--- src/rtl/riscv_pkg.sv ---
// Shared RISC-V control-flow encodings, sequencer state type and instruction classifier.
// Pure definitions: no logic, no latency.
package riscv_pkg;

  localparam logic [6:0] OP_BRANCH = 7'h63;
  localparam logic [6:0] OP_JAL    = 7'h6F;
  localparam logic [6:0] OP_JALR   = 7'h67;

  localparam logic [2:0] F3_BEQ  = 3'd0;
  localparam logic [2:0] F3_BNE  = 3'd1;
  localparam logic [2:0] F3_BLT  = 3'd4;
  localparam logic [2:0] F3_BGE  = 3'd5;
  localparam logic [2:0] F3_BLTU = 3'd6;
  localparam logic [2:0] F3_BGEU = 3'd7;

  typedef enum logic {RUN, WAIT} bfc_state_t;

  typedef enum logic [1:0] {CF_NONE, CF_BR, CF_JAL, CF_JALR} cf_kind_t;

  // funct3 2/3 under the branch opcode are not legal branches and are treated as ordinary instructions.
  function automatic cf_kind_t cf_classify(input logic [6:0] op, input logic [2:0] f3);
    cf_kind_t k;
    k = CF_NONE;
    if (op == OP_BRANCH) begin
      if (f3 == F3_BEQ || f3 == F3_BNE || f3 == F3_BLT ||
          f3 == F3_BGE || f3 == F3_BLTU || f3 == F3_BGEU)
        k = CF_BR;
    end else if (op == OP_JAL) begin
      k = CF_JAL;
    end else if (op == OP_JALR) begin
      k = CF_JALR;
    end
    return k;
  endfunction

endpackage

--- src/rtl/branch_hazard_detect.sv ---
// Stall-count lookup for branch/jump source operands vs. in-flight EX/MEM writers.
// Purely combinational; x0 never hazards; JAL has no sources.
import riscv_pkg::*;

module branch_hazard_detect (
  input  cf_kind_t   kind,
  input  logic [4:0] rs1,
  input  logic [4:0] rs2,
  input  logic [4:0] ex_rd,
  input  logic       ex_regwrite,
  input  logic       ex_memread,
  input  logic [4:0] mem_rd,
  input  logic       mem_memread,
  output logic [1:0] need
);

  function automatic logic hit(input logic [4:0] r, input logic [4:0] d);
    return (r != 5'd0) && (r == d);
  endfunction

  logic use_rs1, use_rs2, ex_hit, mem_hit;

  assign use_rs1 = (kind == CF_BR) || (kind == CF_JALR);
  assign use_rs2 = (kind == CF_BR);
  assign ex_hit  = (use_rs1 && hit(rs1, ex_rd))  || (use_rs2 && hit(rs2, ex_rd));
  assign mem_hit = (use_rs1 && hit(rs1, mem_rd)) || (use_rs2 && hit(rs2, mem_rd));

  // Load in EX needs two cycles before its data reaches the ID comparator; ALU in EX or load in MEM needs one.
  always_comb begin
    need = 2'd0;
    if (ex_hit && ex_memread)       need = 2'd2;
    else if (ex_hit && ex_regwrite) need = 2'd1;
    else if (mem_hit && mem_memread) need = 2'd1;
  end

endmodule

--- src/rtl/branch_flow_ctrl.sv ---
// ID-stage branch/jump sequencer: hazard stall, zero-cycle redirect + IF/ID flush, branch/taken counters.
// Outputs are combinational from state+inputs; ext_stall freezes all state and suppresses bubble/redirect.
import riscv_pkg::*;

module branch_flow_ctrl #(
  parameter int XLEN      = 32,
  parameter int CNT_W     = 32,
  parameter int MAX_STALL = 2
) (
  input  logic             clk,
  input  logic             rst,
  input  logic             id_valid,
  input  logic [6:0]       id_op,
  input  logic [2:0]       id_funct3,
  input  logic [4:0]       id_rs1,
  input  logic [4:0]       id_rs2,
  input  logic [4:0]       ex_rd,
  input  logic             ex_regwrite,
  input  logic             ex_memread,
  input  logic [4:0]       mem_rd,
  input  logic             mem_memread,
  input  logic             branch_taken,
  input  logic [XLEN-1:0]  target_pc,
  input  logic             ext_stall,
  output logic             stall_pc,
  output logic             stall_ifid,
  output logic             bubble_idex,
  output logic             flush_ifid,
  output logic             redirect,
  output logic [XLEN-1:0]  redirect_pc,
  output logic [CNT_W-1:0] branch_cnt,
  output logic [CNT_W-1:0] taken_cnt
);

  localparam int SW = $clog2(MAX_STALL + 1);

  bfc_state_t  state;
  logic [SW-1:0] scnt;
  cf_kind_t    kind;
  logic [1:0]  need;
  logic        cf_active, stall, br_resolve;

  assign kind      = cf_classify(id_op, id_funct3);
  assign cf_active = id_valid && (kind != CF_NONE);

  branch_hazard_detect u_hazard (
    .kind        (kind),
    .rs1         (id_rs1),
    .rs2         (id_rs2),
    .ex_rd       (ex_rd),
    .ex_regwrite (ex_regwrite),
    .ex_memread  (ex_memread),
    .mem_rd      (mem_rd),
    .mem_memread (mem_memread),
    .need        (need)
  );

  // Stall and redirect are mutually exclusive by construction of this priority chain.
  always_comb begin
    stall      = 1'b0;
    redirect   = 1'b0;
    br_resolve = 1'b0;
    if (!rst && !ext_stall) begin
      if (state == WAIT) begin
        stall = 1'b1;
      end else if (cf_active) begin
        if (need != 2'd0) begin
          stall = 1'b1;
        end else if (kind == CF_BR) begin
          br_resolve = 1'b1;
          redirect   = branch_taken;
        end else begin
          redirect = 1'b1;
        end
      end
    end
  end

  assign stall_pc    = stall || (!rst && ext_stall);
  assign stall_ifid  = stall_pc;
  assign bubble_idex = stall;
  assign flush_ifid  = redirect;
  assign redirect_pc = redirect ? target_pc : '0;

  always_ff @(posedge clk) begin
    if (rst) begin
      state      <= RUN;
      scnt       <= '0;
      branch_cnt <= '0;
      taken_cnt  <= '0;
    end else if (!ext_stall) begin
      case (state)
        RUN: begin
          if (cf_active && need != 2'd0) begin
            state <= WAIT;
            scnt  <= SW'(need) - SW'(1);
          end
        end
        WAIT: begin
          if (scnt != '0) scnt <= scnt - SW'(1);
          else            state <= RUN;
        end
        default: state <= RUN;
      endcase
      if (br_resolve) begin
        branch_cnt <= branch_cnt + CNT_W'(1);
        if (branch_taken) taken_cnt <= taken_cnt + CNT_W'(1);
      end
    end
  end

endmodule

--- config.mk ---
export PLATFORM = sky130hd
export DESIGN_NAME = branch_flow_ctrl
export DESIGN_NICKNAME = d
export VERILOG_FILES = /design/src/rtl/riscv_pkg.sv /design/src/rtl/branch_hazard_detect.sv /design/src/rtl/branch_flow_ctrl.sv
export SDC_FILE = /design/constraint.sdc
export NUM_CORES = 1
export LEC_CHECK = 0
export ABC_AREA = 1
export BUFFER_PORTS_ARGS = -buffer_cell sky130_fd_sc_hd__buf_4
export CORE_UTILIZATION = 45
export CTS_BUF_LIST = sky130_fd_sc_hd__clkbuf_8
export DETAILED_ROUTE_END_ITERATION = 7
export PLACE_DENSITY = 0.74
export SLEW_MARGIN = 30
export SYNTH_ARGS = -nofsm -noshare
export SYNTH_HDL_FRONTEND = slang
export SYNTH_SLANG_ARGS = --single-unit
--- constraint.sdc ---
create_clock -name clk -period 3.3 [get_ports clk]
set_input_delay 0.495 -clock clk [delete_from_list [all_inputs] [get_ports clk]]
set_output_delay 0.495 -clock clk [all_outputs]
set_load 0.005 [all_outputs]
==> flow_metrics.py <==
metrics = {
    "synth": {
        "synth_cell_types": 33,
        "synth_top_area_cell": "dfxtp_1",
        "syn_nets": 849,
        "syn-instance-count": 777,
        "synth.avg_cell_area_um2": 5.760,
        "synth_area_leaders": "dfxtp_1, nand2_1, inv_1, nor2_1, nand3_1",
        "yosys_register_bits": 67,
        "synth_top_area_share": 0.2997,
        "yosysSeqAreaShare": 0.2997,
        "syn_area_um2": 4476,
        "ys_warn_count": 0,
    },
    "sta": {
        "worst_slack_ns": 0.5916,
        "clock_skew_ns": 0.01948,
        "fin_crit_sh": 0.8207,
        "fin_crit_ns": 2.708,
        "setup_viol": 0,
        "final_hold_viol_count": 0,
        "report.final.slew_viol_count": 0,
        "tightest_slew_ns": 0.4697,
        "fmax_mhz": 369.2,
        "relSlewSlack": 0.6844,
        "rsz0062_at_grt": "no",
        "fin_setup_tns_ns": 0,
    },
    "cells_and_area": {
        "post-route-util": 0.6224,
        "area_growth_pct": 34.67,
        "drive_gt1_frac": 0.2152,
        "final_nets": 1015,
        "mostFrequentLayoutCells": "nand2_1, buf_4, inv_1",
        "final_common_cell": "nand2_1",
    },
    "die": {
        "die_h_um": 101.7,
        "fp-row-count": 36,
        "die_area_um2": 10350,
        "start_util": 0.4621,
        "coreArea_um2": 9684,
        "ios": 171,
        "die_x_um": 101.7,
    },
    "global_route": {
        "track_usage": 0.2449,
        "grt_start_max_net_pins": 48,
        "antenna_found_initial": 1,
        "grt_pass1_vias": 4442,
        "grt_pass1_wl_um": 19810,
        "overflow": 0,
    },
    "worst_setup_path": {
        "crit_chain": "buf_4, nor2_1, nand4_2, inv_1, nand3_1, nand2_1, nand2_1, nand2_1, nor2_1, o211ai_1, buf_4, inv_1, buf_4",
        "max_stage_delay_ns": 0.32,
        "critPathRequiredTime_ns": 2.80,
        "cp.arrival_ns": 2.21,
        "path_class": "in2out",
        "cp_slowest_cell": "buf_4",
        "crit_path_end_kind": "output port",
        "critical_path.top_delay_family": "buffers and inverters",
        "cp-start-kind": "input pin",
        "worstPathMaxFanout": 33,
        "path_buf_inv": 5,
    },
    "drt": {
        "drt_iter0_drc": 141,
        "vias": 5045,
        "totalWireLength_um": 12410,
        "drc": 0,
        "ant_nets": 0,
        "viasPerCell": 4.663,
        "routedWlPerCell_um": 11.47,
        "first_pass_iters": 4,
    },
    "clock_network": {
        "cts_tree": "done",
        "postCtsSetupRepairBufs": 0,
        "path_clk_slew_ns": 0.06,
        "hold_buffers": 0,
        "cts_sinks": 67,
        "cts_root_buf": "clkbuf_8",
        "htree_levels": 3,
        "cts_buffers": 9,
        "cts_buffer_depth": 2,
        "cts_resized": 0,
        "worst_skew_pair.late_latency_ns": 0.35,
    },
    "power_and_ir_drop": {
        "power.total_mw": 1.640,
        "power_density_nw_per_um2": 272.1,
        "peakVddDrop_v": 0.0001811,
        "p_leak_nw": 3.142,
    },
    "flow_run": {
        "drv_cap": 0,
    },
    "place": {
        "port_buffers": 169,
        "dp_hpwl_um": 9811,
        "gp_congestion": 0.8581,
        "pre_cts_slack_ns": 0.5858,
    },
    "outcome": {
        "outcome": "finished clean",
    },
    "worst_hold_path": {
        "hold_class": "in2reg",
    },
}
cell type report:
| class | instances | area (um^2) |
|---|---|---|
| tap | 133 | 166.4 |
| fill | 1016 | 3657 |
| antenna | 1 | 2.502 |
| multi-input combinational | 520 | 2380 |
| sequential | 67 | 1341 |
| clock inverter | 7 | 68.82 |
| inverter | 172 | 645.6 |
| clock buffer | 9 | 123.9 |
| timing repair buffer | 173 | 1299 |
synth_stat cells, drive strengths merged:
cell	n
nand2	200
inv	171
nor2	139
dfxtp	67
nand3	51
o21ai	32
nand4	26
nor3	23
a21oi	19
buf	13
xnor2	13
nor4	7
clkbuf	5
ha	2
a21boi	1
and3	1
clkinv	1
nand3b	1
nor3b	1
o211ai	1
o21a	1
o21bai	1
or2	1
cells by family (layout without fill, tap and decap cells):
family                   Yosys count  count (layout)  share of synthesized area
AO/OA/AOI/OAI                     55              55                    0.06374
buffers and inverters            190             361                     0.1686
flip-flops                        67              67                     0.2997
AND/OR/NAND/NOR                  450             450                     0.4370
XOR/XNOR                          13              13                    0.02544
adder cells (fa/ha/maj)            2               2                   0.005590
other                              0               1                          0
report_power, final:
part	internal (mW)	total (mW)	switching, mW
combinational	0.0826	0.152	0.0691
clock	0.349	0.681	0.331
sequential	0.808	0.808	0.00000165
total	1.24	1.64	0.401
stage by stage:
stage / hold WS (ns) / std cells / area (um^2)
floorplan: 0.4500 / 777 / 4476
global placement: 0.4683 / 1065 / 5832
detailed placement: 0.4696 / 1065 / 5832
CTS: 0.4197 / 1081 / 6025
global route: 0.4336 / 1082 / 6027
finish: 0.4395 / 1082 / 6027
state kept, by name, indices dropped and copies added (netlist names):
signal,flops
branch_cnt,32
scnt,2
state,1
taken_cnt,32
metal layers:
layer,part of all wire,vias up,wire [um],global-route usage
met2,0.50,125,6190,0.4558
met1,0.42,2197,5174,0.2653
met3,0.067,15,828,0.04762
met5,0,-,0,0
li1,-,2708,-,-
met4,0.018,0,218,0.1137
path summary, 6_finish.rpt:
| kind | cells after the start | from | slack (ns) | end |
|---|---|---|---|---|
| max | 13 | id_op[2] | 0.59 | redirect |
| min | 3 | ext_stall | 0.44 | state |
| max reg2reg | 11 | taken_cnt[3] | 1.22 | taken_cnt[25] |
| min reg2reg | 2 | scnt[1] | 0.48 | scnt[1] |
worst min-delay path: cells and delay by family:
family,cells,cell delay [ns]
buf+inv,1,0.12
simple gates,1,0.06
compound gates,1,0.05
No activity file was read; power rests on OpenSTA's default activity.
